[config.mk]
export PLATFORM = sky130hd
export DESIGN_NAME = ccff_stream_loader
export DESIGN_NICKNAME = d
export VERILOG_FILES = /design/src/rtl/ccff_loader_pkg.sv /design/src/rtl/ccff_byte_serializer.sv /design/src/rtl/ccff_stream_loader.sv
export SDC_FILE = /design/constraint.sdc
export NUM_CORES = 1
export LEC_CHECK = 0
export CAP_MARGIN = 5
export CORE_MARGIN = 5
export CORE_UTILIZATION = 55
export DETAILED_ROUTE_END_ITERATION = 7
export GPL_TIMING_DRIVEN = 0
export PLACE_DENSITY = 0.8
export SLEW_MARGIN = 20
export SYNTH_ARGS = -nofsm -noshare
export SYNTH_HDL_FRONTEND = slang
export SYNTH_SLANG_ARGS = --single-unit
[constraint.sdc]
create_clock -name prog_clk -period 4.85 [get_ports prog_clk]
set_input_delay 0.485 -clock prog_clk [delete_from_list [all_inputs] [get_ports prog_clk]]
set_output_delay 0.485 -clock prog_clk [all_outputs]
set_load 0.01 [all_outputs]
[src/rtl/ccff_loader_pkg.sv]
// ccff_loader_pkg: shared types and constants for the configuration-chain loader.
//   state_e   : pass sequencer states
//   ERR_CNT_W : width of the saturating verify-mismatch counter
package ccff_loader_pkg;

   typedef enum logic [1:0] {
      ST_IDLE,
      ST_LOAD,
      ST_VERIFY,
      ST_DONE
   } state_e;

   localparam int unsigned ERR_CNT_W = 16;

endpackage

[src/rtl/ccff_byte_serializer.sv]
// ccff_byte_serializer: one-byte holding register that turns a valid/ready byte
// stream into an MSB-first bit stream, one bit per cycle, for one pass of
// CHAIN_LEN bits. In the final byte of a pass, the unused LSBs are dropped.
//   clk, reset   : clock, synchronous active-high reset
//   clear        : forget buffered data and restart the per-pass byte count
//   active       : a pass is running (in_ready stays low otherwise)
//   in_data/in_valid/in_ready : byte stream handshake
//   nxt_vld      : a bit is held in the next cycle (that cycle is a shift cycle)
//   nxt_bit      : the bit presented in that next cycle
module ccff_byte_serializer #(
   parameter int unsigned CHAIN_LEN = 1024
) (
   input  logic       clk,
   input  logic       reset,
   input  logic       clear,
   input  logic       active,
   input  logic [7:0] in_data,
   input  logic       in_valid,
   output logic       in_ready,
   output logic       nxt_vld,
   output logic       nxt_bit
);

   localparam int unsigned NBYTES    = (CHAIN_LEN + 7) / 8;
   localparam int unsigned BC_W      = $clog2(NBYTES + 1);
   localparam int unsigned TAIL_BITS = CHAIN_LEN % 8;
   // Index of the last bit that is actually shifted out of the final byte.
   localparam logic [2:0]  FINAL_IDX = (TAIL_BITS == 0) ? 3'd0 : 3'(8 - TAIL_BITS);

   logic [7:0]      hold_q, hold_d;
   logic [2:0]      idx_q, idx_d;
   logic            vld_q, vld_d;
   logic [BC_W-1:0] nbytes_q, nbytes_d;
   logic            final_byte;
   logic            last_bit;

   always_comb begin
      hold_d   = hold_q;
      idx_d    = idx_q;
      vld_d    = vld_q;
      nbytes_d = nbytes_q;

      // Once the last byte of the pass has been taken, the held byte is the final one.
      final_byte = (nbytes_q == BC_W'(NBYTES));
      last_bit   = vld_q && (idx_q == (final_byte ? FINAL_IDX : 3'd0));
      in_ready   = active && (!vld_q || last_bit) && !final_byte;

      if (clear) begin
         vld_d    = 1'b0;
         nbytes_d = '0;
      end else if (in_ready && in_valid) begin
         hold_d   = in_data;
         idx_d    = 3'd7;
         vld_d    = 1'b1;
         nbytes_d = nbytes_q + BC_W'(1);
      end else if (last_bit) begin
         vld_d = 1'b0;
      end else if (vld_q) begin
         idx_d = idx_q - 3'd1;
      end

      nxt_vld = vld_d;
      nxt_bit = hold_d[idx_d];
   end

   always_ff @(posedge clk) begin
      if (reset) begin
         hold_q   <= '0;
         idx_q    <= '0;
         vld_q    <= 1'b0;
         nbytes_q <= '0;
      end else begin
         hold_q   <= hold_d;
         idx_q    <= idx_d;
         vld_q    <= vld_d;
         nbytes_q <= nbytes_d;
      end
   end

endmodule

[src/rtl/ccff_stream_loader.sv]
// ccff_stream_loader: feeds the head of the FPGA configuration flip-flop chain
// from a byte stream, with an optional verify pass that compares the chain's
// tail against a resent copy of the bitstream.
//   prog_clk, prog_reset : configuration clock, synchronous active-high reset
//   start, verify        : begin a load (verify sampled with start)
//   in_data/in_valid/in_ready : bitstream byte handshake
//   ccff_head, chain_clk_en   : registered serial data and chain clock enable
//   ccff_tail            : serial data returned from the last tile
//   busy, done           : pass in progress / final pass completed (level)
//   error, err_count     : sticky verify mismatch flag and saturating count
module ccff_stream_loader
   import ccff_loader_pkg::*;
#(
   parameter int unsigned CHAIN_LEN = 1024,
   parameter int unsigned CNT_W     = $clog2(CHAIN_LEN + 1)
) (
   input  logic                 prog_clk,
   input  logic                 prog_reset,
   input  logic                 start,
   input  logic                 verify,
   input  logic [7:0]           in_data,
   input  logic                 in_valid,
   output logic                 in_ready,
   output logic                 ccff_head,
   output logic                 chain_clk_en,
   input  logic                 ccff_tail,
   output logic                 busy,
   output logic                 done,
   output logic                 error,
   output logic [ERR_CNT_W-1:0] err_count
);

   state_e               state_q, state_d;
   logic [CNT_W-1:0]     cnt_q, cnt_d;
   logic                 verify_q, verify_d;
   logic                 head_q, head_d;
   logic                 clk_en_q, clk_en_d;
   logic                 error_q, error_d;
   logic [ERR_CNT_W-1:0] err_cnt_q, err_cnt_d;

   logic start_take;
   logic pass_end;
   logic ser_active;
   logic ser_clear;
   logic ser_nxt_vld;
   logic ser_nxt_bit;

   ccff_byte_serializer #(
      .CHAIN_LEN (CHAIN_LEN)
   ) u_ser (
      .clk      (prog_clk),
      .reset    (prog_reset),
      .clear    (ser_clear),
      .active   (ser_active),
      .in_data  (in_data),
      .in_valid (in_valid),
      .in_ready (in_ready),
      .nxt_vld  (ser_nxt_vld),
      .nxt_bit  (ser_nxt_bit)
   );

   always_comb begin
      state_d   = state_q;
      cnt_d     = cnt_q;
      verify_d  = verify_q;
      error_d   = error_q;
      err_cnt_d = err_cnt_q;

      start_take = start && ((state_q == ST_IDLE) || (state_q == ST_DONE));
      // clk_en_q mirrors "buffer holds a bit" in this cycle, so it marks the shift cycle.
      pass_end   = clk_en_q && (cnt_q == CNT_W'(CHAIN_LEN - 1));
      ser_active = (state_q == ST_LOAD) || (state_q == ST_VERIFY);
      ser_clear  = start_take || pass_end;

      // The serializer's next-cycle view is registered here so head and enable
      // are flop outputs yet still coincide with the bit the buffer holds.
      clk_en_d = ser_nxt_vld;
      head_d   = ser_nxt_vld ? ser_nxt_bit : head_q;

      unique case (state_q)
         ST_IDLE, ST_DONE: begin
            if (start_take) begin
               state_d   = ST_LOAD;
               cnt_d     = '0;
               verify_d  = verify;
               error_d   = 1'b0;
               err_cnt_d = '0;
            end
         end
         ST_LOAD: begin
            if (pass_end) begin
               cnt_d   = '0;
               state_d = verify_q ? ST_VERIFY : ST_DONE;
            end else if (clk_en_q) begin
               cnt_d = cnt_q + CNT_W'(1);
            end
         end
         ST_VERIFY: begin
            if (clk_en_q && (ccff_tail != head_q)) begin
               error_d = 1'b1;
               if (err_cnt_q != '1) err_cnt_d = err_cnt_q + ERR_CNT_W'(1);
            end
            if (pass_end) begin
               cnt_d   = '0;
               state_d = ST_DONE;
            end else if (clk_en_q) begin
               cnt_d = cnt_q + CNT_W'(1);
            end
         end
         default: state_d = ST_IDLE;
      endcase
   end

   always_ff @(posedge prog_clk) begin
      if (prog_reset) begin
         state_q   <= ST_IDLE;
         cnt_q     <= '0;
         verify_q  <= 1'b0;
         head_q    <= 1'b0;
         clk_en_q  <= 1'b0;
         error_q   <= 1'b0;
         err_cnt_q <= '0;
      end else begin
         state_q   <= state_d;
         cnt_q     <= cnt_d;
         verify_q  <= verify_d;
         head_q    <= head_d;
         clk_en_q  <= clk_en_d;
         error_q   <= error_d;
         err_cnt_q <= err_cnt_d;
      end
   end

   assign ccff_head    = head_q;
   assign chain_clk_en = clk_en_q;
   assign busy         = (state_q == ST_LOAD) || (state_q == ST_VERIFY);
   assign done         = (state_q == ST_DONE);
   assign error        = error_q;
   assign err_count    = err_cnt_q;

endmodule

[Word-level counts from Yosys, hierarchy flattened]
Cells that the tools add are included.
Word-level totals
  logic and storage cells: 79
  output and inout bits: 22
  register bits: 52
  input bits: 14
Operators by class
  multiplexer cells: 27
  equal/unequal tests: 13
  add/sub/neg operators: 4
  $lt $le $gt $ge: 1
  reduce and logical (&&, ||, !) cells: 24
Operators by type and width (count)
  2-to-1 mux 16 bit: 3
  2-to-1 mux 11 bit: 3
  one-hot mux 16 bit (2 select lines): 1
  one-hot mux 11 bit (2 select lines): 1
  adder 16 x 1 -> 16 bit (second input constant): 1
  2-to-1 mux 8 bit: 2
  != test 16 bit (second input constant): 1
  2-to-1 mux 3 bit: 4
  adder 11 x 1 -> 11 bit (second input constant): 1
  == test 11 x 10 -> 1 bit (second input constant): 1
  != test 2 bit (second input constant): 5
  adder 8 x 1 -> 8 bit (second input constant): 1
  == test 8 bit (second input constant): 1
  logical AND 1 bit: 7
  2-to-1 mux 1 bit: 7
  2-to-1 mux 2 bit: 3
  one-hot mux 2 bit (3 select lines): 1
  AND reduction 3 bit: 2
  OR reduction 2 bit: 3
  == test 2 bit (second input constant): 2
  logical OR 1 bit: 4
  < comparator 3 x 4 -> 1 bit (second input constant): 1
  AND reduction 2 bit: 2
  AND reduction 4 bit: 1
  other kinds (10): 11

[Logic depth before layout (Yosys ltp)]
Gate-level depths: netlist (run 1).
  word-level depth: 10
  mapped depth: 12

[Hierarchy]
From an unflattened synthesis (run 1), not the netlist that was laid out.
Unflattened totals
  cells, all modules: 347
  area, all modules: 2911.5 um^2
Modules (own cells, without submodules)
  ccff_stream_loader: times used 1, seq. area each 660.6 um^2, cells an instance 218, area each 1809.2 um^2
  ccff_byte_serializer: times used 1, seq. area each 400.4 um^2, cells an instance 129, area each 1102.3 um^2

[Least setup slack after synthesis (run 1)]
OpenSTA, ideal clock, no wires.
  kind: register to register
  start: register u_ser.idx_q[0]
  end: register head_q, in the netlist ccff_head
  arrival: 2088 ps
  buffers on the path: 3
  setup slack: 2642 ps
  data required time: 4730 ps
  stages on the path, launching flop included: 13
  cell sequence: dfxtp_1 buf_2 inv_1 ha_1 ha_1 nor2b_1 buf_2 a211oi_2 nand2_1 buf_2 nor2_1 a221oi_1 o31a_1
On the way
  longest elaborated chain between the ends: 10
Ends and longest elaborated chain
  start: declaration: RTL line ccff_byte_serializer.sv:31  | logic [2:0] idx_q, idx_d;
  start signal: assignment: RTL line ccff_byte_serializer.sv:74  | idx_q <= idx_d;
  parallel branches: the longest is 10 deep, another holds subtractor 3 x 1 -> 3 bit
  end signal: assignment: RTL line ccff_stream_loader.sv:119  | head_q <= 1'b0;
  end signal: assignment: RTL line ccff_stream_loader.sv:127  | head_q <= head_d;
  end: declaration: RTL line ccff_stream_loader.sv:36  | logic head_q, head_d;
Several ways; the timed one is not identified. The select of a mux whose other input is x is not followed.
A chain may end at the register's enable or synchronous reset.

[Final worst setup path (run 1)]
  start: register state_q[0]
  end: register err_cnt_q[12], in the netlist err_count[12]
On the way
  longest elaborated chain between the ends: 5
Ends and longest elaborated chain
  start: declaration: RTL line ccff_stream_loader.sv:33  | state_e state_q, state_d;
  start signal: assignment: RTL line ccff_stream_loader.sv:124  | state_q <= state_d;
  == test 2 bit / logical NOT 2 bit (equally long branches): RTL line ccff_stream_loader.sv:69, ccff_stream_loader.sv:80
  logical OR 1 bit: RTL line ccff_stream_loader.sv:69  | start_take = start && ((state_q == ST_IDLE) || (state_q == ST_DONE));
  logical AND 1 bit: RTL line ccff_stream_loader.sv:69
  != test 2 bit (no line)
  AND reduction 4 bit (no line)
  end signal: assignment: RTL line ccff_stream_loader.sv:130  | err_cnt_q <= err_cnt_d;
  end: declaration: RTL line ccff_stream_loader.sv:39  | logic [ERR_CNT_W-1:0] err_cnt_q, err_cnt_d;
Parallel ways exist; a longest one is shown, timed or not.

==> out/results.tsv, run 1 <==
stage	metric	value	unit
status	outcome	complete, no violations	
drt	DR vias	2306	
synth	largest family of logic cells by synthesized area	simple AND/OR/NAND/NOR gates	
synth	Yosys cell types	45	
finish	final net count	379	
timing	slack of the critical path	2140	ps
finish	Ant. Diodes	0	
synth	Post-synth EDFFs	0	
timing	final setup TNS	0	ps
timing	Final min period	2710	ps
timing	final hold viol count	0	
power	Max VDD drop	0.230	mV
synth	Simple-Gate Fraction of Synth Area	26.5	%
drt	post-route ant nets	0	
drt	WL/cell	13.4	um
global_routing	largest net degree at the start of global routing	15	
clock_network	post-cts sizing count	0	
global_routing	number of global-route vias before repair	2091	
global_routing	total grt overflow	0	
finish	layout cell share with drive strength beyond 1	4.48	%
critical_path	reg-to-reg critical path startpoint	state_q[0]	
clock_network	hold buffers post-CTS	0	
worst_hold_path	worst hold start	cnt_q[10]	
floorplan	total core area	4690	um2
drt	DR pass1 iterations	4	
synth	XOR/XNOR share of the synthesized area	8.27	%
placed_design	number of buffers added on ports	34	
clock_network	CTS tree	yes	
synth	Post-synth ARST share	0	%
timing	clock skew	3.85	ps
floorplan	# rows	25	
synth	synthesized area	2650	um2
clock_network	maximum clock path buffer count	2	
global_routing	GRT Total Usage	18.6	%
clock_network	Num CTS Buffers	5	
drt	Vias/cell	5.61	
timing	Period Utilization, post-route	56.0	%
synth	register area share after synthesis	39.3	%
synth	Yosys warning total	0	
placed_design	Final GP Congestion	0.832	
power	switching power	0.462	mW
synth	multiplexer share of the synthesized area	3.78	%
power	leakage power	1.17	nW
synth	syn_nets	338	
worst_hold_path	Hold Path Cell Cnt	1	
timing	FMAX	368	MHz
synth	Syn Area/Cell	8.40	um2
power	Pwr per Cell Area	401	nW/um2
power	Comb pwr share	40.4	%
critical_path	kind of critical path	reg2reg	
critical_path	reg2reg end	err_count[12]	
critical_path	Arrival @ worst endpoint	2890	ps
clock_network	clk_lat worst skew	300	ps
placed_design	worst slack, placed	2040	ps
timing	relative slew slack	50.3	%
worst_hold_path	hold path endpoint	cnt_q[10]	
synth	Post-Synth Adder-Cell Area	4.26	%
timing	# setup viols final	0	
power	clock power share	19.7	%
floorplan	die span in x	79.4	um
critical_path	Req. time, crit path	5030	ps
power	Internal Pwr Total	0.800	mW
power	Switching Fraction	36.6	%
critical_path	Worst R2R Setup Slack	2140	ps
clock_network	CTS HTree Levels	2	
critical_path	peak fanout along the critical path	10	
synth	Most used DFF post-synth	dfxtp_1	
job	max-cap viol count	0	
finish	Final Util	67.0	%
global_routing	initial antenna violation count	0	
drt	drt drc	0	
drt	Routed WL	5530	um
clock_network	setup bufs post-CTS	0	
critical_path	Reg2Reg Depth	10	
critical_path	crit path launch type	flop	
placed_design	Final HPWL DP	4160	um
finish	Finished Cell Area	3140	um2
clock_network	CTS clk-pin slew, worst paths	90	ps
timing	Tightest Pin Transition	741	ps
critical_path	Setup crit end kind	flop	
timing	RSZ-0062 raised after global routing	no	
synth	Synth Area in Compound Gates	14.0	%
floorplan	area of the die	6300	um2
placed_design	placed inst area	3050	um2
worst_hold_path	min-delay worst type	reg2reg	
timing	fin. max-slew vios	0	
floorplan	Starting Density	56.4	%
finish	P&R area growth vs syn	18.8	%
floorplan	IO Count	36	
global_routing	global-route wire length before repair	9430	um
clock_network	root buf cell	clkbuf_8	
floorplan	die height	79.4	um
synth	post-synthesis cell count	315	
clock_network	clk sinks	52	
power	Seq pwr share	39.9	%
synth	Synth Register Bits	52	
drt	Starting DRT DRC Count	125	
## power by group through the flow
stage	Combinational (mW)	Clock, mW	Sequential, mW
5_1_grt	0.567	0.284	0.510
3_5_place_dp	0.506	0	0.514
2_1_floorplan	0.373	0	0.508
4_1_cts	0.508	0.257	0.504
3_3_place_gp	0.499	0	0.512
6_report	0.510	0.248	0.504
## metal layers
layer | share of wire [%] | GRT usage [%] | up-vias
met5 | 0 | 0 | -
met4 | 1.0 | 6.01 | 0
met3 | 2.8 | 4.08 | 7
met2 | 47 | 30.8 | 31
met1 | 49 | 24.1 | 1081
li1 | - | - | 1187
## how the worst max path moves through the flow
stage	startpoint	end	slack, ps	cells after the start
floorplan	u_ser.idx_q[0]	ccff_head	2640	12
global placement	start	err_count[12]	2090	8
detailed placement	start	err_count[12]	2040	8
CTS	state_q[0]	err_count[12]	2170	10
global route	state_q[0]	err_count[12]	1940	10
finish	state_q[0]	err_count[12]	2140	10
## worst max-delay path: stages, from the launching register on
cell and delay (ps):
dfxtp_1 400, inv_1 60, ha_1 280, buf_2 210, and2_1 150, clkbuf_1 270, a21oi_1 150, a211oi_1 670
nand4_1 190, xor2_1 170, nor2_1 50
## logic make-up (layout without fill, tap and decap cells)
logic type,Yosys count,in the layout
AOI/OAI and AO/OA,53,53
xor gates and xnor gates,25,25
adders and majority gates,9,9
buffers and inverters,26,68
DFF,52,52
muxes,10,10
and+or+nand+nor,140,140
## layout make-up
type,instances,area (um2)
fillers,412,1550
flip-flops and latches,52,1040
plain buffers,12,50.0
repair buffers,34,340
well taps,54,67.6
multi-input cells,237,1500
inverters,14,52.6
clock buffers,8,90.1
## registers in the layout (all words and copies together) (netlist names), 2 cells and up
| register | cells |
|---|---|
| u_ser.nbytes_q | 8 |
| u_ser.hold_q | 8 |
| cnt_q | 11 |
| err_count | 16 |
| u_ser.idx_q | 3 |
| state_q | 2 |
## Yosys cell counts, types with 6 or more instances
library cell | count | share of area [%]
clkbuf_1 | 7 | 0.99
a21oi_1 | 19 | 3.6
nand4_1 | 10 | 2.4
inv_1 | 14 | 2.0
dfxtp_1 | 52 | 39
or3_1 | 6 | 1.4
mux2i_1 | 10 | 3.8
nand2_1 | 22 | 3.1
nor3_1 | 10 | 1.9
o21ai_0 | 8 | 1.5
nor2_1 | 52 | 7.4
ha_1 | 9 | 4.3
xor2_1 | 15 | 5.0
nand3_1 | 14 | 2.6
xnor2_1 | 10 | 3.3
## cell usage in the layout (no fill, tap or decap), drive strengths merged, types with 5 or more instances in the layout
| cell type | count |
|---|---|
| nor2 | 52 |
| dfxtp | 52 |
| clkdlybuf4s50 | 34 |
| nand2 | 22 |
| a21oi | 20 |
| xor2 | 15 |
| clkbuf | 15 |
| inv | 14 |
| nand3 | 14 |
| nand4 | 10 |
| xnor2 | 10 |
| mux2i | 10 |
| nor3 | 10 |
| ha | 9 |
| o21ai | 9 |
| or3 | 6 |
| a211oi | 6 |
| and2 | 5 |
| and3 | 5 |
| nand2b | 5 |
| buf | 5 |
## through the flow
step / hold WS (ps) / std cells / total power [mW]
2_1_floorplan: 437 / 315 / 0.881
3_3_place_gp: 446 / 403 / 1.01
3_5_place_dp: 457 / 403 / 1.02
4_1_cts: 470 / 411 / 1.27
5_1_grt: 493 / 411 / 1.36
6_report: 470 / 411 / 1.26
Note: power is estimated with default switching activity, not from simulation.
==> inputs of run 2 (changes only) <==
Settings changed: CORE_UTILIZATION 55 to 54, PLACE_DENSITY 0.8 to 0.79.
Clock period 4.85 ns to 2.7 ns, I/O delays scaled along.
==> out/results.tsv, run 2 (synthesized netlist as in run 1, its figures left out) <==
stage	metric	value	unit	change
critical_path	crit path launch type	flop		
drt	drt drc	0		unchanged
finish	total of fill cells in the finished design	422		+2.4%
timing	relative slew slack	60.7	%	+10 points
global_routing	met2 usage	31.2	%	+0.40 points
placed_design	placed inst area	3070	um2	+0.53%
power	Comb pwr share	40.7	%	+0.3 points
finish	Finished Cell Area	3170	um2	+0.91%
clock_network	clk_lat worst skew	290	ps	about the same
floorplan	IO Count	36		unchanged
drt	post-route ant nets	0		unchanged
critical_path	peak fanout along the critical path	8		-2
timing	fin. max-slew vios	0		unchanged
placed_design	Final HPWL DP	4160	um	+0.10%
floorplan	area of the die	6400	um2	+1.6%
global_routing	met1 Use GR	23.5	%	-0.58 points
finish	Ant. Diodes	0		unchanged
clock_network	maximum clock path buffer count	2		unchanged
timing	clock skew	5.93	ps	+2.08 ps
finish	max FFs per register	16		unchanged
critical_path	Arrival @ worst endpoint	2140	ps	-750 ps
critical_path	reg-to-reg critical path startpoint	u_ser.idx_q[0]		
finish	P&R area growth vs syn	19.9	%	
power	Switching Fraction	36.5	%	-0.078 points
worst_hold_path	worst hold start	prog_reset		
floorplan	die height	80.0	um	+0.81%
status	outcome	complete, no violations		
floorplan	die span in x	80.0	um	+0.81%
clock_network	clk sinks	52		unchanged
finish	Multi-input gate area	1520	um2	+0.83%
job	max-cap viol count	0		unchanged
power	leakage power	1.17	nW	about the same
finish	layout cell share with drive strength beyond 1	4.76	%	+0.28 points
clock_network	CTS HTree Levels	2		unchanged
timing	final hold viol count	0		unchanged
global_routing	met3 Use GR	3.72	%	-0.36 points
power	Internal Pwr Total	1.44	mW	+80%
clock_network	CTS tree	yes		
drt	WL/cell	12.8	um	-4.7%
critical_path	kind of critical path	reg2out		
drt	DR pass1 iterations	4		unchanged
finish	non-filler cells, final	424		+3.2%
drt	DR vias	2279		-1.2%
global_routing	total grt overflow	0		unchanged
clock_network	root buf cell	clkbuf_8		
finish	most frequent cells in the layout	52 x nor2_1, 52 x dfxtp_1, 34 x clkdlybuf4s50_1, 22 x nand2_1, 19 x a21oi_1		
timing	final setup TNS	0	ps	unchanged
drt	Starting DRT DRC Count	94		-25%
timing	Hold Slack	366	ps	-104 ps
timing	Tightest Pin Transition	585	ps	-157 ps
global_routing	largest net degree at the start of global routing	15		unchanged
drt	Routed WL	5430	um	-1.7%
floorplan	total core area	4750	um2	+1.3%
power	Pwr per Cell Area	716	nW/um2	+78%
clock_network	hold buffers post-CTS	0		unchanged
power	clock power share	19.3	%	-0.4 points
placed_design	Final GP Congestion	0.865		+4.0%
clock_network	CTS clk-pin slew, worst paths	80	ps	about the same
placed_design	dpl cells	416		+3.2%
worst_hold_path	min-delay worst type	in2reg		
global_routing	GRT Total Usage	18.3	%	-0.36 points
drt	Vias/cell	5.38		-4.2%
finish	register area	1040	um2	unchanged
critical_path	critical path launch point	u_ser.idx_q[0]		
power	Seq pwr share	39.9	%	about the same
critical_path	Worst R2R Setup Slack	290	ps	-1850 ps
global_routing	initial antenna violation count	0		unchanged
power	switching power	0.830	mW	+80%
finish	final net count	379		unchanged
power	Max VDD drop	0.407	mV	+77%
global_routing	number of global-route vias before repair	2193		+4.9%
floorplan	Starting Density	55.7	%	-0.74 points
timing	# setup viols final	0		unchanged
critical_path	Req. time, crit path	2430	ps	-2600 ps
global_routing	global-route wire length before repair	9600	um	+1.8%
timing	RSZ-0062 raised after global routing	no		
floorplan	# rows	25		unchanged
timing	Period Utilization, post-route	89.3	%	
global_routing	Most Crowded Layer GR	met2		
finish	Final Util	66.7	%	-0.28 points
placed_design	number of buffers added on ports	34		unchanged
timing	Final min period	2410	ps	
clock_network	Num CTS Buffers	5		unchanged
critical_path	Setup crit end kind	output pin		
timing	FMAX	415	MHz	
-- run 2: per-stage QoR --
step | total power, mW | setup slack (ps)
floorplan | 1.58 | 492
global placement | 1.81 | 130
detailed placement | 1.83 | 109
CTS | 2.27 | 95.9
global route | 2.44 | 11.7
finish | 2.27 | 288
-- run 2: worst paths after layout --
path                             endpoint  cells past startpoint
worst min register to register  cnt_q[10]                      1
worst max-delay path             in_ready                      8
worst max register to register  ccff_head                     11
worst min-delay path             cnt_q[9]                      2
-- run 2: area by class of cell --
class | count | area share [%]
clock buffer | 8 | 2.84
tap | 67 | 2.64
timing repair buffer | 34 | 10.7
multi-input combinational | 237 | 47.8
buffer | 12 | 1.58
sequential | 52 | 32.8
inverter | 14 | 1.66
-- run 2: metal layers --
metal | share of wire (%) | vias up
li1 | - | 1185
met1 | 48 | 1034
met2 | 47 | 56
met3 | 4.6 | 4
met4 | 0.68 | 0
met5 | 0 | -
-- run 2: worst max-delay path: stages (launching register included) --
cell and delay (ps):
dfxtp_1 300, buf_2 150, inv_1 80, ha_1 160, ha_1 160, nor2b_1 40
buf_2 170, a211oi_1 200, clkdlybuf4s50_1 580
-- run 2: power groups by stage --
stage | clock [mW] | combinational [mW] | sequential [mW]
4_1_cts | 0.452 | 0.912 | 0.908
3_3_place_gp | 0 | 0.890 | 0.922
3_5_place_dp | 0 | 0.908 | 0.925
2_1_floorplan | 0 | 0.670 | 0.913
6_report | 0.439 | 0.925 | 0.908
5_1_grt | 0.491 | 1.03 | 0.921
-- run 2: repair_timing --
| item | 4_1_cts | 5_1_grt |
|---|---|---|
| hold endpoints to repair | 0 | 0 |
| setup buffers | 0 | 0 |
| gates resized for setup | 0 | 2 |
| setup endpoints to repair | 0 | 7 |
==> inputs of run 3 (changes only) <==
Settings changed: CORE_MARGIN 5 to 10.
==> out/results.tsv, run 3 (synthesized netlist as in run 1, its figures left out) <==
stage	metric	value	unit	change
drt	Vias/cell	5.44		+1.1%
finish	P&R area growth vs syn	20.6	%	
timing	clock skew	8.35	ps	+2.42 ps
clock_network	CTS clk-pin slew, worst paths	90	ps	about the same
drt	DR pass1 iterations	4		unchanged
placed_design	number of buffers added on ports	34		unchanged
timing	FMAX	407	MHz	-1.9%
power	Pwr per Cell Area	740	nW/um2	+3.3%
global_routing	GRT Total Usage	13.5	%	-4.8 points
timing	final setup TNS	0	ps	unchanged
worst_hold_path	min-delay worst type	in2reg		
status	outcome	complete, no violations		
finish	Ant. Diodes	0		unchanged
global_routing	total grt overflow	0		unchanged
timing	fin. max-slew vios	0		unchanged
power	Seq pwr share	38.5	%	-1.4 points
finish	Finished Cell Area	3190	um2	+0.55%
power	Comb pwr share	39.5	%	-1.2 points
timing	# setup viols final	0		unchanged
global_routing	largest net degree at the start of global routing	16		+1
clock_network	root buf cell	clkbuf_8		
timing	RSZ-0062 raised after global routing	no		
job	max-cap viol count	0		unchanged
clock_network	CTS HTree Levels	2		unchanged
clock_network	clk_lat worst skew	300	ps	about the same
power	Internal Pwr Total	1.51	mW	+4.5%
global_routing	number of global-route vias before repair	2193		unchanged
drt	Starting DRT DRC Count	107		+14%
power	Max VDD drop	0.439	mV	+7.9%
finish	layout cell share with drive strength beyond 1	5.04	%	+0.28 points
timing	final hold viol count	0		unchanged
placed_design	Final HPWL DP	4320	um	+3.7%
clock_network	CTS tree	yes		
power	clock power share	22.0	%	+2.7 points
finish	Multi-input gate area	1520	um2	unchanged
placed_design	worst slack, placed	59.7	ps	-49.6 ps
drt	drt drc	0		unchanged
drt	post-route ant nets	0		unchanged
finish	register area	1040	um2	unchanged
critical_path	peak fanout along the critical path	10		+2
timing	Hold Slack	387	ps	+20.6 ps
power	switching power	0.853	mW	+2.7%
global_routing	global-route wire length before repair	9590	um	about the same
drt	WL/cell	13.3	um	+4.0%
power	leakage power	1.18	nW	+0.82%
clock_network	maximum clock path buffer count	2		unchanged
drt	Routed WL	5650	um	+4.0%
critical_path	Worst R2R Setup Slack	240	ps	-50 ps
floorplan	die height	90.0	um	+12%
critical_path	Arrival @ worst endpoint	2650	ps	+510 ps
timing	Period Utilization, post-route	91.1	%	+1.8 points
floorplan	IO Count	36		unchanged
placed_design	Final GP Congestion	0.859		-0.68%
finish	most frequent cells in the layout	52 x nor2_1, 52 x dfxtp_1, 34 x clkdlybuf4s50_1, 22 x nand2_1, 19 x a21oi_1		
clock_network	clk sinks	52		unchanged
floorplan	total core area	4720	um2	-0.66%
floorplan	die span in x	90.0	um	+12%
placed_design	placed inst area	3070	um2	unchanged
finish	total of fill cells in the finished design	392		-7.1%
timing	Tightest Pin Transition	598	ps	+13.5 ps
floorplan	Starting Density	56.0	%	+0.37 points
finish	final net count	379		unchanged
global_routing	initial antenna violation count	0		unchanged
floorplan	area of the die	8100	um2	+27%
critical_path	Setup crit end kind	flop		
critical_path	crit path launch type	flop		
timing	slack of the critical path	240	ps	-47.9 ps
floorplan	# rows	25		unchanged
critical_path	Req. time, crit path	2890	ps	+460 ps
drt	DR vias	2305		+1.1%
power	Switching Fraction	36.1	%	-0.41 points
timing	relative slew slack	59.8	%	-0.91 points
critical_path	kind of critical path	reg2reg		
finish	max FFs per register	16		unchanged
timing	Final min period	2460	ps	+47.9 ps
clock_network	Num CTS Buffers	5		unchanged
==> run 3: cell count changes in the layout (fill, tap and decap cells not counted) <==
cell	previous run	this run
bufinv_16	0	1
clkbuf_1	9	8
clkbuf_8	6	5
clkinv_2	0	1
==> run 3: final timing paths <==
path / from / endpoint / cells past startpoint
max: state_q[0] / err_count[12] / 10
min: prog_reset / cnt_q[9] / 2
max reg2reg: state_q[0] / err_count[12] / 10
min reg2reg: verify_q / verify_q / 2
==> run 3: worst max-delay path, cell delays in order, from the launching register on <==
cell      delay [ps]
dfxtp_1          390
inv_1             60
ha_1             280
buf_2            210
and2_1           150
clkbuf_1         270
a21oi_1          160
a211oi_2         440
nand4_1          180
xor2_1           160
nor2_1            50
==> run 3: metrics by stage <==
stage                     util (%)  instances  power [mW]
after floorplan                  -        315        1.58
after global placement        65.0        416        1.82
after detailed placement      65.0        416        1.84
after CTS                     67.3        424        2.36
after global routing          67.5        424        2.52
final                         67.5        424        2.36
==> run 3: what timing repair did <==
action                     CTS  global route
setup buffers                0             0
hold buffers                 0             0
gates resized for setup      0             2
setup endpoints to repair    0             7
==> run 3: power by group through the flow <==
stage | Clock (mW) | Combinational [mW] | Sequential (mW)
after floorplan | 0 | 0.670 | 0.913
after global placement | 0 | 0.895 | 0.923
after detailed placement | 0 | 0.914 | 0.925
after CTS | 0.526 | 0.923 | 0.909
after global routing | 0.562 | 1.04 | 0.919
final | 0.519 | 0.933 | 0.908
==> run 3: final cells by class <==
class                           count  area share, %
Buffer                             12           1.57
Clock buffer                        6           2.27
Clock inverter                      2           1.10
Inverter                           14           1.65
Multi-Input combinational cell    237           47.5
Sequential cell                    52           32.6
Tap cell                           67           2.63
Timing Repair Buffer               34           10.7
==> run 3: routing by layer <==
layer  vias up  global-route usage (%)  share of wire, %
li1       1188                       -                 -
met1      1067                    15.5                46
met2        45                    23.5                47
met3         5                    4.07               5.6
met4         0                    3.58              0.96
met5         -                       0                 0
